$ cat config.mk
export PLATFORM = sky130hd
export DESIGN_NAME = mult16_seq_flat
export DESIGN_NICKNAME = d
export VERILOG_FILES = /design/src/rtl/mult16_seq_pkg.sv /design/src/rtl/mult16_seq_if.sv /design/src/rtl/mult16_seq_adder.sv /design/src/rtl/mult16_seq.sv /design/src/flat_wrapper.sv
export SDC_FILE = /design/constraint.sdc
export NUM_CORES = 1
export LEC_CHECK = 0
export CAP_MARGIN = 20
export CORE_MARGIN = 4
export CORE_UTILIZATION = 50
export CTS_CLUSTER_DIAMETER = 60
export CTS_CLUSTER_SIZE = 20
export DETAILED_ROUTE_END_ITERATION = 7
export HOLD_SLACK_MARGIN = 0.02
export PLACE_DENSITY = 0.8
export SLEW_MARGIN = 20
export SYNTH_ARGS = -nofsm -noshare
export SYNTH_HDL_FRONTEND = slang
export SYNTH_HIERARCHICAL = 1
export SYNTH_SLANG_ARGS = --single-unit
export TNS_END_PERCENT = 1
$ cat constraint.sdc
create_clock -name clk -period 4.05 [get_ports clk]
set_input_delay 0.81 -clock clk [delete_from_list [all_inputs] [get_ports clk]]
set_output_delay 0.81 -clock clk [all_outputs]
set_load 0.01 [all_outputs]
$ cat src/rtl/mult16_seq_pkg.sv
// mult16_seq_pkg: shared constants and the controller state type for the
// sequential 16x16 multiplier.
package mult16_seq_pkg;

  localparam int MUL_W    = 16;
  localparam int MUL_ITER = 16;

  localparam logic [1:0] ST_IDLE = 2'd0;
  localparam logic [1:0] ST_RUN  = 2'd1;
  localparam logic [1:0] ST_DONE = 2'd2;

  // 2'd3 has no name on purpose; the controller treats it as a recovery path to IDLE.
  typedef enum logic [1:0] {
    IDLE = ST_IDLE,
    RUN  = ST_RUN,
    DONE = ST_DONE
  } state_t;

endpackage

$ cat src/rtl/mult16_seq_if.sv
// mult16_seq_if: start/busy/done handshake plus operands and product.
//   master : requester (drives start, a, b; observes busy, done, product)
//   slave  : multiplier (observes start, a, b; drives busy, done, product)
interface mult16_seq_if;
  import mult16_seq_pkg::*;

  logic                 start;
  logic [MUL_W-1:0]     a;
  logic [MUL_W-1:0]     b;
  logic                 busy;
  logic                 done;
  logic [2*MUL_W-1:0]   product;

  modport master (output start, a, b, input busy, done, product);
  modport slave  (input start, a, b, output busy, done, product);
endinterface

$ cat src/rtl/mult16_seq_adder.sv
// LCUAdder16: 16-bit carry-lookahead adder built from four 4-bit groups and a
// lookahead carry unit across the groups.
//   a, b : addends          cin  : carry in
//   sum  : 16-bit sum       cout : carry out
//   pg   : group propagate  gg   : group generate (independent of cin)
module LCUAdder16 (
  input  logic [15:0] a,
  input  logic [15:0] b,
  input  logic        cin,
  output logic [15:0] sum,
  output logic        cout,
  output logic        pg,
  output logic        gg
);

  logic [15:0] p, g, c;
  logic [3:0]  grp_p, grp_g;
  logic [4:0]  grp_c;

  assign p = a ^ b;
  assign g = a & b;

  always_comb begin
    grp_p = '0;
    grp_g = '0;
    for (int j = 0; j < 4; j++) begin
      grp_p[j] = &p[4*j +: 4];
      grp_g[j] = g[4*j+3]
               | (p[4*j+3] & g[4*j+2])
               | (p[4*j+3] & p[4*j+2] & g[4*j+1])
               | (p[4*j+3] & p[4*j+2] & p[4*j+1] & g[4*j]);
    end
  end

  assign pg = &grp_p;
  assign gg = grp_g[3]
            | (grp_p[3] & grp_g[2])
            | (grp_p[3] & grp_p[2] & grp_g[1])
            | (grp_p[3] & grp_p[2] & grp_p[1] & grp_g[0]);

  assign grp_c[0] = cin;
  assign grp_c[1] = grp_g[0] | (grp_p[0] & cin);
  assign grp_c[2] = grp_g[1] | (grp_p[1] & grp_g[0]) | (grp_p[1] & grp_p[0] & cin);
  assign grp_c[3] = grp_g[2] | (grp_p[2] & grp_g[1]) | (grp_p[2] & grp_p[1] & grp_g[0])
                  | (grp_p[2] & grp_p[1] & grp_p[0] & cin);
  assign grp_c[4] = gg | (pg & cin);

  // Bit carries inside each group start from the lookahead group carry.
  always_comb begin
    logic carry;
    c = '0;
    carry = 1'b0;
    for (int j = 0; j < 4; j++) begin
      carry = grp_c[j];
      for (int i = 0; i < 4; i++) begin
        c[4*j+i] = carry;
        carry    = g[4*j+i] | (p[4*j+i] & carry);
      end
    end
  end

  assign sum  = p ^ c;
  assign cout = grp_c[4];

endmodule

$ cat src/rtl/mult16_seq.sv
// mult16_seq: unsigned 16x16->32 shift-and-add multiplier. One conditional add
// through LCUAdder16 per cycle for 16 cycles, then a one-cycle DONE.
//   clk   : clock, rising edge
//   reset : synchronous, active-high
//   bus   : slave side of mult16_seq_if (start/a/b in; busy/done/product out)
//
// state | meaning
// IDLE  | waiting for start; product holds last result
// RUN   | one add-and-shift per cycle, 16 cycles
// DONE  | one-cycle done pulse; start here begins the next run
module mult16_seq
  import mult16_seq_pkg::*;
(
  input  logic         clk,
  input  logic         reset,
  mult16_seq_if.slave  bus
);

  state_t           state_q, state_d;
  logic [MUL_W-1:0] m, hi, lo;
  logic [4:0]       cnt;
  logic             accept;
  logic             last_iter;

  logic [MUL_W-1:0] addend;
  logic [MUL_W-1:0] sum;
  logic             cout;

  assign addend = m & {MUL_W{lo[0]}};

  LCUAdder16 u_adder (
    .a    (hi),
    .b    (addend),
    .cin  (1'b0),
    .sum  (sum),
    .cout (cout),
    .pg   (),
    .gg   ()
  );

  assign last_iter = (cnt == 5'(MUL_ITER - 1));
  assign accept    = bus.start && ((state_q == IDLE) || (state_q == DONE));

  always_comb begin
    state_d = state_q;
    case (state_q)
      IDLE:    if (bus.start) state_d = RUN;
      RUN:     if (last_iter) state_d = DONE;
      DONE:    state_d = bus.start ? RUN : IDLE;
      default: state_d = IDLE;
    endcase
  end

  always_ff @(posedge clk) begin
    if (reset) begin
      state_q <= IDLE;
      m       <= '0;
      hi      <= '0;
      lo      <= '0;
      cnt     <= '0;
    end else begin
      state_q <= state_d;
      if (accept) begin
        m   <= bus.a;
        hi  <= '0;
        lo  <= bus.b;
        cnt <= '0;
      end else if (state_q == RUN) begin
        // 33-bit right shift of {cout, sum, lo}: the carry lands in hi[15].
        {hi, lo} <= {cout, sum, lo[MUL_W-1:1]};
        cnt      <= cnt + 5'd1;
      end
    end
  end

  assign bus.busy    = (state_q == RUN);
  assign bus.done    = (state_q == DONE);
  assign bus.product = {hi, lo};

endmodule

$ cat src/flat_wrapper.sv
// flat-port wrapper written by rule: the top's interface ports become plain ports
module mult16_seq_flat import mult16_seq_pkg::*;
  (clk, reset, bus_start, bus_a, bus_b, bus_busy, bus_done, bus_product);
  mult16_seq_if bus_i ();
  input  logic clk;
  input  logic reset;
  input wire logic [$bits(bus_i.start)-1:0] bus_start;
  input wire logic [$bits(bus_i.a)-1:0] bus_a;
  input wire logic [$bits(bus_i.b)-1:0] bus_b;
  output wire logic [$bits(bus_i.busy)-1:0] bus_busy;
  output wire logic [$bits(bus_i.done)-1:0] bus_done;
  output wire logic [$bits(bus_i.product)-1:0] bus_product;
  assign bus_i.start = bus_start;
  assign bus_i.a = bus_a;
  assign bus_i.b = bus_b;
  assign bus_busy = bus_i.busy;
  assign bus_done = bus_i.done;
  assign bus_product = bus_i.product;
  mult16_seq u_core (.clk(clk), .reset(reset), .bus(bus_i));
endmodule
==> results.md <==
- DR iter-0 viols: 92
- Nets: 462
- Mean routed wirelength per cell: ~14 um
- Min-delay src: u_core/m[15]$_SDFFE_PP0P_
- Die area: slightly above 0.007 mm^2
- Syn_nets: roughly 410
- Hold-fix buffers, CTS: 0
- Number of post-CTS setup repair buffers: 0
- Layout cells sized above 1: 0.04523
- Total gr overflow: 0
- Tmin final: 3.400 ns
- Hold depth: 2
- DRT Pass-1 Iters: 5
- First-pass GRT wire length: between 10000 and 15000 um
- Static leakage: 0.001460 uW
- Final Max Tran Viols: 0
- Register-to-Register Path Depth: 12
- PD cells: 298.2 mW/mm^2
- CP endpoint kind: register
- Port bufs: a little under 70
- Io pins: a little under 70
- CTS tree: done
- Initial Utilization: 0.5217
- Post-CTS sizing: 0
- Initial antenna violation count: 0
- Setup CP Type: reg -> reg
- Vias in the first global route: 2491
- Depth of the CTS H-tree: 2
- Most frequent cells in the layout: 70 x nand2_1, 68 x clkdlybuf4s50_1, 55 x dfxtp_1, 39 x a21oi_1, 32 x nor3_1
- Largest net degree at the start of global routing: 39
- Reg2reg start: u_core/lo[0]$_SDFFE_PP0P_
- Max-slew headroom: 0.5000
- DRT met1 WL: about 2900 um
- Gpl congestion: 0.8040
- Core ar.: ~0.0055 mm^2
- Vias/cell: 5.187
- Type of the worst min-delay path: reg -> reg
- Clock sinks: 55
- Startpoint types: register
- Setup TNS: 0 ns
- Final worst-path cycle share: 0.8395
- Max-cap violation count: 0
- Clock transition at path regs: 0.09 ns
- Mapped Area: slightly below 0.003 mm^2
- Root Buffer: clkbuf_8
- DR WL met2: ~3400 um
- Max layer used: met4
- Worst VDD drop: 0.1783 mV
- Worst setup path start: u_core/lo[0]$_SDFFE_PP0P_
- Total Power: 1084 uW
- Status: complete, no violations
- Most common cell after layout, fill and taps aside: nand2_1
- Setup violators final: 0
- Die Wd: 84.03 um
- FMAX: 294.1 MHz
- Worst-path maximum fanout: 18
- Worst slew pin tran: 0.7481 ns
- Die height: 84.03 um
- WL final: 6593 um
- Num CTS Buffers: 5
- CTS Buffer Depth: 2
- Final antenna-violating net count: 0
- Yosys warns: 6
- Total track usage: 0.1981
- DRC violations left: 0
- Clock latency at the later pin of the worst-skew pair: approximately 0.30 ns
- Hold WS: 0.4525 ns
- Rows: 27
- Ant. Diodes: 0
- Hold Fails Final Rpt: 0
- Avg Cell Area, Syn: 8.476 um^2
- Detail Route met3 WL: roughly 200 um
- CP arrival: 3.63 ns
- Dpl hpwl: about 4700 um
- Vias: 2438
- Post-Syn Instances: 341
- Final Skew: 0.007638 ns
- WP data required: 4.28 ns
- P&R area growth vs syn: 25.80%
- RSZ-0062 raised after global routing: no
worst paths after layout:
kind	end	slack, ns
setup / recovery	u_core/hi[14]$_SDFFE_PP0P_	0.65
hold / removal	u_core/m[15]$_SDFFE_PP0P_	0.45
setup reg to reg	u_core/hi[14]$_SDFFE_PP0P_	0.65
hold reg to reg	u_core/m[15]$_SDFFE_PP0P_	0.45
critical path: stages, from the launching register on:
cell and delay [ns]:
dfxtp_1 0.63, and2_1 0.20, ha_1 0.29, a41oi_2 0.23, o221ai_2 0.14, a21oi_2 0.22
o21bai_1 0.10, fa_1 0.38, fa_1 0.38, fa_1 0.39, xor2_1 0.17, nand2_1 0.06
a21oi_1 0.13
layout make-up:
class	count	area, um^2
clock buffers	7	76.32
clock inverters	1	5.005
fillers	502	1904
inverters	22	82.58
multi-input cells	241	1570
flip-flops and latches	55	1101
well taps	72	90.09
repair buffers	72	710.7
through the flow:
stage	util	instances	instance area, um^2	setup slack [ns]
final	0.6563	470	3636	0.6501
after global routing	0.6563	470	3636	0.3709
after CTS	0.6563	470	3636	0.6229
after detailed placement	0.6416	462	3555	0.6468
after global placement	0.6416	462	3555	0.7398
after floorplan	-	341	2890	1.001
state kept, by name (all words and copies together), names as in the netlist:
register and cells:
u_core/cnt 5, u_core/hi 16, u_core/lo 16, u_core/m 16, u_core/state_q 2
where the power goes:
group | leakage, uW | total (uW) | switching [uW] | internal, uW
registers | 0.000450 | 594 | 23.4 | 570
logic | 0.000968 | 198 | 99.0 | 99.3
clock network | 0.0000422 | 292 | 170 | 122
total | 0.00146 | 1080 | 293 | 792
per-layer routing:
| layer | GRT usage | vias up |
|---|---|---|
| met4 | 0.05409 | 0 |
| li1 | - | 1252 |
| met5 | 0 | - |
| met3 | 0.03554 | 7 |
| met2 | 0.3443 | 41 |
| met1 | 0.2508 | 1138 |
Note: power is estimated with default switching activity, not from simulation.
